### src/rtl/noise_estimation_ctrl.sv
// ============================================================================
// Module   : noise_estimation_ctrl
// Purpose  : Frame-level block sequencer and variance reduction (average/min)
// Revision : 1.0
// ============================================================================
`default_nettype none
`timescale 1ns/1ps

module noise_estimation_ctrl #(
    parameter int VAR_WIDTH     = 16,
    parameter int BLOCK_SAMPLES = 64,
    parameter int BPF_WIDTH     = 16,
    parameter int ACC_WIDTH     = VAR_WIDTH + BPF_WIDTH
) (
    input  logic                 clk,
    input  logic                 rst,
    input  logic                 start_of_frame,
    input  logic                 pixel_valid,
    input  logic                 mean_ready,
    input  logic                 variance_ready,
    input  logic [VAR_WIDTH-1:0] variance_in,
    input  logic [BPF_WIDTH-1:0] blocks_per_frame,
    input  logic                 mode,
    output logic                 shift_en,
    output logic                 shift_reg_clr,
    output logic                 variance_start_of_data,
    output logic [VAR_WIDTH-1:0] noise_est,
    output logic                 noise_valid,
    output logic                 busy,
    output logic [BPF_WIDTH-1:0] block_idx,
    output logic                 overrun
);

    localparam int SC_W = $clog2(BLOCK_SAMPLES);
    localparam int DC_W = $clog2(ACC_WIDTH);

    typedef enum logic [2:0] {
        S_IDLE       = 3'd0,
        S_READ_BLOCK = 3'd1,
        S_WAIT_MEAN  = 3'd2,
        S_WAIT_VAR   = 3'd3,
        S_DIVIDE     = 3'd4,
        S_DONE       = 3'd5
    } state_t;

    state_t               state;
    state_t               state_next;
    logic [BPF_WIDTH-1:0] bpf_q;
    logic                 mode_q;
    logic [SC_W-1:0]      sample_cnt;
    logic [ACC_WIDTH-1:0] acc;
    logic [VAR_WIDTH-1:0] min_reg;
    logic [BPF_WIDTH-1:0] rem;
    logic [DC_W-1:0]      div_cnt;
    logic                 vsod_q;
    logic                 overrun_q;

    logic [ACC_WIDTH-1:0] var_ext;
    logic [VAR_WIDTH-1:0] min_next;
    logic                 last_block;
    logic                 last_sample;
    logic                 div_last;
    logic [BPF_WIDTH:0]   rem_shift;
    logic [BPF_WIDTH:0]   rem_diff;
    logic                 rem_ge;
    logic [BPF_WIDTH-1:0] rem_next;
    logic [ACC_WIDTH-1:0] quo_next;

    assign var_ext     = {{(ACC_WIDTH-VAR_WIDTH){1'b0}}, variance_in};
    assign min_next    = (variance_in < min_reg) ? variance_in : min_reg;
    assign last_block  = (({1'b0, block_idx} + (BPF_WIDTH+1)'(1)) == {1'b0, bpf_q});
    assign last_sample = (sample_cnt == SC_W'(BLOCK_SAMPLES-1));
    assign div_last    = (div_cnt == DC_W'(ACC_WIDTH-1));

    // Restoring divider step; acc doubles as the dividend/quotient shift register.
    // A negative trial difference shows up as the borrow in its top bit.
    assign rem_shift = {rem, acc[ACC_WIDTH-1]};
    assign rem_diff  = rem_shift - {1'b0, bpf_q};
    assign rem_ge    = ~rem_diff[BPF_WIDTH];
    assign rem_next  = rem_ge ? rem_diff[BPF_WIDTH-1:0] : rem_shift[BPF_WIDTH-1:0];
    assign quo_next  = {acc[ACC_WIDTH-2:0], rem_ge};

    always_ff @(posedge clk or posedge rst) begin
        if (rst) begin
            state <= S_IDLE;
        end else begin
            state <= state_next;
        end
    end

    always_comb begin
        state_next    = state;
        shift_en      = 1'b0;
        shift_reg_clr = 1'b0;
        noise_valid   = 1'b0;
        busy          = (state != S_IDLE);
        case (state)
            S_IDLE: begin
                shift_reg_clr = 1'b1;
                if (start_of_frame) begin
                    state_next = (blocks_per_frame == '0) ? S_DONE : S_READ_BLOCK;
                end
            end
            S_READ_BLOCK: begin
                shift_en = pixel_valid;
                if (pixel_valid && last_sample) begin
                    state_next = S_WAIT_MEAN;
                end
            end
            S_WAIT_MEAN: begin
                if (mean_ready) begin
                    state_next = S_WAIT_VAR;
                end
            end
            S_WAIT_VAR: begin
                if (variance_ready) begin
                    if (!last_block) begin
                        state_next = S_READ_BLOCK;
                    end else begin
                        state_next = mode_q ? S_DONE : S_DIVIDE;
                    end
                end
            end
            S_DIVIDE: begin
                if (div_last) begin
                    state_next = S_DONE;
                end
            end
            S_DONE: begin
                noise_valid = 1'b1;
                state_next  = S_IDLE;
            end
            default: begin
                state_next = S_IDLE;
            end
        endcase
    end

    // noise_est is loaded on the edge entering DONE so it is current while noise_valid is high.
    always_ff @(posedge clk or posedge rst) begin
        if (rst) begin
            bpf_q      <= '0;
            mode_q     <= 1'b0;
            sample_cnt <= '0;
            block_idx  <= '0;
            acc        <= '0;
            min_reg    <= '1;
            rem        <= '0;
            div_cnt    <= '0;
            noise_est  <= '0;
            vsod_q     <= 1'b0;
            overrun_q  <= 1'b0;
        end else begin
            vsod_q    <= (state == S_WAIT_MEAN) && mean_ready;
            overrun_q <= start_of_frame && (state != S_IDLE);
            case (state)
                S_IDLE: begin
                    if (start_of_frame) begin
                        bpf_q      <= blocks_per_frame;
                        mode_q     <= mode;
                        sample_cnt <= '0;
                        block_idx  <= '0;
                        acc        <= '0;
                        min_reg    <= '1;
                        if (blocks_per_frame == '0) begin
                            noise_est <= '0;
                        end
                    end
                end
                S_READ_BLOCK: begin
                    if (pixel_valid) begin
                        sample_cnt <= last_sample ? '0 : sample_cnt + SC_W'(1);
                    end
                end
                S_WAIT_VAR: begin
                    if (variance_ready) begin
                        acc       <= acc + var_ext;
                        min_reg   <= min_next;
                        block_idx <= block_idx + BPF_WIDTH'(1);
                        rem       <= '0;
                        div_cnt   <= '0;
                        if (last_block && mode_q) begin
                            noise_est <= min_next;
                        end
                    end
                end
                S_DIVIDE: begin
                    acc     <= quo_next;
                    rem     <= rem_next;
                    div_cnt <= div_cnt + DC_W'(1);
                    if (div_last) begin
                        noise_est <= quo_next[VAR_WIDTH-1:0];
                    end
                end
                default: begin
                end
            endcase
        end
    end

    assign variance_start_of_data = vsod_q;
    assign overrun                = overrun_q;

endmodule

`default_nettype wire

### config.mk
export PLATFORM = sky130hd
export DESIGN_NAME = noise_estimation_ctrl
export DESIGN_NICKNAME = d
export VERILOG_FILES = /design/src/rtl/noise_estimation_ctrl.sv
export SDC_FILE = /design/constraint.sdc
export NUM_CORES = 1
export LEC_CHECK = 0
export BUFFER_PORTS_ARGS = -buffer_cell sky130_fd_sc_hd__clkbuf_2
export CAP_MARGIN = 20
export CORE_MARGIN = 8
export CORE_UTILIZATION = 55
export DETAILED_ROUTE_END_ITERATION = 16
export PLACE_DENSITY = 0.86
export SETUP_SLACK_MARGIN = 0.02
export SLEW_MARGIN = 20
export SYNTH_ARGS = -nofsm -noshare
export SYNTH_HDL_FRONTEND = slang
export SYNTH_SLANG_ARGS = --single-unit
### constraint.sdc
create_clock -name clk -period 5.5 [get_ports clk]
set_input_delay 0.825 -clock clk [delete_from_list [all_inputs] [get_ports clk]]
set_output_delay 0.825 -clock clk [all_outputs]
set_load 0.005 [all_outputs]
=== Word level (Yosys, flattened, before mapping) ===
Index checks and enable logic that the tools add are counted.

* Add/sub/neg operators: 6
* Magnitude comparators: 1
* Equal/unequal tests: 16
* Muxes and demuxes: 37
* Bitwise operators: 1
* Reduce and logical (&&, ||, !) cells: 18

{| class="wikitable"
|+ Operators by type and width
! operator !! number
|-
| 16-bit two-way mux || 12
|-
| 16-bit case mux with 2 select lines || 3
|-
| 32-bit case mux with 3 select lines || 1
|-
| 32-bit two-way mux || 2
|-
| 16-bit case mux with 3 select lines || 1
|-
| 32-bit by 16-bit adder with 32-bit output || 1
|-
| 3-bit two-way mux || 7
|-
| 6-bit two-way mux || 3
|-
| 16-bit by 1-bit adder with 17-bit output (second input constant) || 1
|-
| 17-bit by 16-bit == test with 1-bit output || 1
|-
| 17-bit by 16-bit subtractor with 17-bit output || 1
|-
| 16-bit by 1-bit adder with 16-bit output (second input constant) || 1
|-
| 16-bit logical NOT || 1
|-
| 16-bit less-than comparator || 1
|-
| 2-bit inequality test (second input constant) || 8
|-
| 3-bit case mux with 5 select lines || 1
|-
| 6-bit case mux with 2 select lines || 1
|-
| 5-bit case mux with 2 select lines || 1
|-
| 3-bit AND reduction || 3
|-
| 6-bit by 1-bit adder with 6-bit output (second input constant) || 1
|-
| 3-bit by 2-bit == test with 1-bit output (second input constant) || 2
|-
| 3-bit == test (second input constant) || 2
|-
| 6-bit == test (second input constant) || 1
|-
| 6-bit AND reduction || 1
|-
| 12 further kinds || 22
|}

* Register bits after elaboration: 129
* Bits of input ports: 39
* Logic and storage cells: 91

=== Depth between registers and ports, before layout ===
* Depth after elaboration: 6
* Mapped depth: 12
* Mapped depth without buffers: 11

=== Least setup slack after synthesis ===
Ideal clock, no wire load.

* Path kind: input-to-reg
* Start point: input port variance_in[0]
* End point: register acc[30]
* Arrival: 3.011 ns
* Required time: 5.354 ns
* Slack: 2.343 ns
* Stages on the path: 10
* Path buffers: 0
* Path through: ha_1 > fa_1 > a21oi_1 > nand4b_1 > and3_1 > or4b_2 > a21oi_2 > nand3_1 > o211ai_1 > o311ai_0

* Word-level cells in the longest chain between the ends: 3

{| class="wikitable"
|+ Ends and longest elaborated chain
! item !! RTL line !! source
|-
| start: declaration || 21 || <nowiki>input logic [VAR_WIDTH-1:0] variance_in,</nowiki>
|-
| 32-bit by 16-bit adder with 32-bit output || 177 || <nowiki>acc <= acc + var_ext;</nowiki>
|-
| 32-bit two-way mux || 176 || <nowiki>if (variance_ready) begin</nowiki>
|-
| 32-bit case mux with 3 select lines || 156 || <nowiki>case (state)</nowiki>
|-
| end signal: assignment || 177 ||
|-
| end signal: assignment || 188 || <nowiki>acc <= quo_next;</nowiki>
|-
| end: declaration || 51 || <nowiki>logic [ACC_WIDTH-1:0] acc;</nowiki>
|}

Every way passes these cells. The select of a mux whose other input is x is not followed.
A chain may end at the register's enable or synchronous reset.

=== Worst setup path after layout ===
* Start point: register block_idx[0]
* End point: register noise_est[15]

* Word-level cells in the longest chain between the ends: 5

{| class="wikitable"
|+ Ends and longest elaborated chain
! item !! RTL line !! source
|-
| start: declaration || 30 || <nowiki>output logic [BPF_WIDTH-1:0] block_idx,</nowiki>
|-
| start signal: assignment || 179 || <nowiki>block_idx <= block_idx + BPF_WIDTH'(1);</nowiki>
|-
| 16-bit by 1-bit adder with 17-bit output || 71 || <nowiki>assign last_block = (({1'b0, block_idx} + (BPF_WIDTH+1)'(1)) == {1'b0, bpf_q});</nowiki>
|-
| 17-bit by 16-bit == test with 1-bit output || 71 ||
|-
| 1-bit logical AND || 182 || <nowiki>if (last_block && mode_q) begin</nowiki>
|-
| 2-bit inequality test (no source line) || -- ||
|-
| 6-bit AND reduction (no source line) || -- ||
|-
| end signal: assignment || 183 || <nowiki>noise_est <= min_next;</nowiki>
|-
| end signal: assignment || 192 || <nowiki>noise_est <= quo_next[VAR_WIDTH-1:0];</nowiki>
|-
| end: declaration || 27 || <nowiki>output logic [VAR_WIDTH-1:0] noise_est,</nowiki>
|}

Every way passes these cells.

==> impl_metrics.csv <==
group,metric,value,unit
run_status,status,"finished clean",
power,p_int,2.77,mW
die,die-area,20100,um2
worst_setup_path,rrSetupSlack,1.70,ns
sta,finalHoldViolCount,0,
sta,slew_headroom,39.3,%
synth,synth_top_area_share,32.5,%
clocking,clk_pin_slew,0.06,ns
place,dp_hpwl,15500,um
synth,synthTopCellsByArea,"dfrtp_1 (32%), ha_1 (7.3%), o21ai_0 (6.4%)",
power,power,4.73,mW
hold_path,holdPathEnd,"sample_cnt[1]",
sta,rsz0062_at_grt,"no",
clocking,cts_tree,"yes",
routing,antenna_left,0,
clocking,cts.sinks,129,
finish,design_area,9820,um2
finish,num-fill-cells,1327,
synth,synthMuxAreaShare,6.60,%
sta,setup_viol,0,
die,die_w,142,um
global_route,antenna_found_initial,0,
worst_setup_path,crit_path_end_kind,"flop",
worst_setup_path,critPathMaxFanout,9,
finish,layout-drive-gt1-share,16.0,%
die,core_area,15700,um2
hold_path,hp-start,"sample_cnt[1]",
finish,area_growth,12.8,%
power,peakVddDrop,280,uV
clocking,cts_resized,0,
worst_setup_path,start_kind,"flop",
clocking,clockRootBuffer,"clkbuf_16",
place,dpl_cell_area,9260,um2
routing,wirelength,22800,um
worst_setup_path,required,5.81,ns
sta,setup_ws,1.70,ns
synth,ys_async_sr_fraction,100,%
clocking,h-tree-depth,4,
power,p_seq_share,31.2,%
routing,via_per_inst,6.23,
clocking,clock_path_buffers,2,
sta,slew_violations,0,
synth,synthXorXnorAreaFrac,4.31,%
power,clkPwrFrac,22.8,%
worst_setup_path,r2r-start,"block_idx[0]",
worst_setup_path,worstPathArrival,4.11,ns
worst_setup_path,reg2reg_depth,10,
clocking,cts_hold_buf,0,
power,switchingPower,1.97,mW
synth,synth_nets,1077,
finish,multiInputGateArea,5110,um2
routing,wl_per_cell,17.9,um
sta,finalCritPeriodShare,69.0,%
die,rows,46,
sta,finalClockSkew,0.0108,ns
synth,synth_edf_count,0,
power,switching_share,41.5,%
routing,dr_total_vias,7937,
finish,register_area,3250,um2
synth,synth.distinct_cells,75,
sta,max_freq,0.263,GHz
finish,fin_nets,1136,
hold_path,min_path_cells,2,
routing,dr.first_iter.drc_count,722,
finish,largest_reg_flops,32,
power,combPwrFrac,46.1,%
synth,syn_avg_cell_area,8.84,um2
sta,setup-tns-final,0,ns
synth,yosys.area_share.simple,18.2,%
place,dp_slack,1.77,ns
synth,synth_fa_ha_area_share,7.79,%
die,fp.dieH,142,um
global_route,track_usage,23.3,%
flow_run,cap_violations,0,
synth,synth_top_family_by_area,"compound AO/OA/AOI/OAI gates",
global_route,grt_pass1_wl,38000,um
routing,firstDrtPassIters,5,
synth,synthFlopType,"dfrtp_1",
synth,ys_warn_count,0,
synth,synth_compound_gate_area_share,21.5,%
worst_setup_path,crit_type,"reg2reg",
global_route,overflow,0,
worst_setup_path,worst_r2r_endpoint,"noise_est[15]",
sta,period_minus_slack,3.80,ns
place,gp_congestion,0.885,
finish,antenna_cells,0,
finish,top_register,"acc",
clocking,cts_setup_buffers,0,
power,leakagePower,4.54,nW
clocking,cts_buffers,17,
clocking,clk_latency,0.43,ns
synth,ys_ff_latch,129,
power,p_per_area,482,nW/um2
finish,utilization,62.7,%
synth,synth_cells,985,
die,initial_core_util,55.6,%
global_route,grt_max_degree,83,
synth,syn-cell-area,8710,um2
place,port-buffer-count,76,
global_route,grt_pass1_vias,7707,
sta,tightestPinTransition,0.907,ns
routing,drc,0,
synth,synth_top_area_cell,"dfrtp_1",
synth,yosysSeqAreaShare,37.3,%
die,ios,77,
hold_path,min_path_type,"reg2reg",
-- routing by layer --
metal / track usage (%) / vias up / wire, um
li1: - / 3732 / -
met1: 29.8 / 3840 / 9950
met2: 37.7 / 311 / 10800
met3: 4.97 / 54 / 1590
met4: 9.16 / 0 / 556
met5: 0 / - / 0
-- cell usage after synthesis, types with 5 or more instances --
cell type / instances
a211oi_1: 7
a21o_1: 11
a21oi_1: 41
a31oi_1: 20
and2_1: 7
and3_1: 18
buf_2: 8
clkbuf_1: 35
dfrtp_1: 113
dfstp_2: 16
ha_1: 51
inv_1: 46
mux2_2: 8
mux2_4: 10
mux2i_1: 32
nand2_1: 122
nand3_1: 46
nand4_1: 14
nor2_1: 56
nor2b_1: 9
nor3_1: 18
nor3b_1: 6
nor4_1: 11
o211ai_1: 10
o21a_1: 10
o21ai_0: 111
o22a_1: 16
o311ai_0: 5
o31a_1: 5
o31ai_1: 6
o41ai_1: 5
xnor2_1: 23
xor2_1: 18
-- power groups by stage --
stage	Sequential, mW	Combinational [mW]	Clock [mW]
floorplan	1.39	1.67	0
finish	1.48	2.18	1.08
CTS	1.47	2.16	1.08
global route	1.51	2.40	1.13
global placement	1.47	2.04	0
detailed placement	1.48	2.11	0
-- critical path: stages, from the launching register on --
cell      delay [ns]
dfrtp_1         0.49
ha_1            0.32
nand3_1         0.22
nor4_1          0.56
xnor2_1         0.18
nand3_1         0.14
nor4_4          0.26
a41oi_2         0.21
a211oi_4        0.61
buf_4           0.33
mux2_2          0.35
-- worst max-delay path by stage --
stage	start	slack (ns)	endpoint
floorplan	rst	1.26	acc[0]
global placement	block_idx[0]	1.83	noise_est[15]
detailed placement	block_idx[0]	1.77	noise_est[15]
CTS	block_idx[0]	1.75	noise_est[15]
global route	block_idx[0]	1.53	noise_est[15]
finish	block_idx[0]	1.70	noise_est[15]
-- cell type report --
class                   instances  area share, %
flip-flops and latches        129           33.1
clock buffers                  22           4.83
clock inverters                10          0.866
inverters                      46           1.81
repair buffers                 86           4.64
multi-input cells             764           52.0
well taps                     216           2.75
-- cell usage in the layout (no fill, tap or decap), types with 4 or more instances in the layout --
master,instances
a211o_1,4
a211oi_1,7
a21o_1,11
a21oi_1,41
a31oi_1,20
and2_1,7
and3_1,18
buf_4,10
clkbuf_16,17
clkbuf_2,76
clkinv_2,6
dfrtp_1,113
dfstp_2,16
ha_1,51
inv_1,45
mux2_2,8
mux2_4,10
mux2i_1,32
nand2_1,120
nand2b_1,4
nand3_1,46
nand4_1,14
nor2_1,56
nor2b_1,9
nor3_1,17
nor3b_1,6
nor4_1,11
o211ai_1,10
o21a_1,10
o21ai_0,111
o21bai_1,4
o22a_1,16
o22ai_1,4
o311ai_0,5
o31a_1,5
o31ai_1,6
o41ai_1,5
xnor2_1,23
xor2_1,18
-- cells by family (layout without fill, tap and decap cells) --
group | Yosys count | after routing
compound gates | 291 | 291
buf+inv | 92 | 164
fa+ha+maj | 53 | 53
flops | 129 | 129
xor+xnor | 42 | 42
mux | 51 | 51
simple gates | 327 | 327
-- per-stage QoR --
| step | hold slack, ns | cells |
|---|---|---|
| after floorplan | 0.465 | 985 |
| after global placement | 0.481 | 1241 |
| after detailed placement | 0.494 | 1241 |
| after CTS | 0.507 | 1273 |
| after global routing | 0.528 | 1273 |
| final | 0.503 | 1273 |
Power figures use the tool's default switching activity.
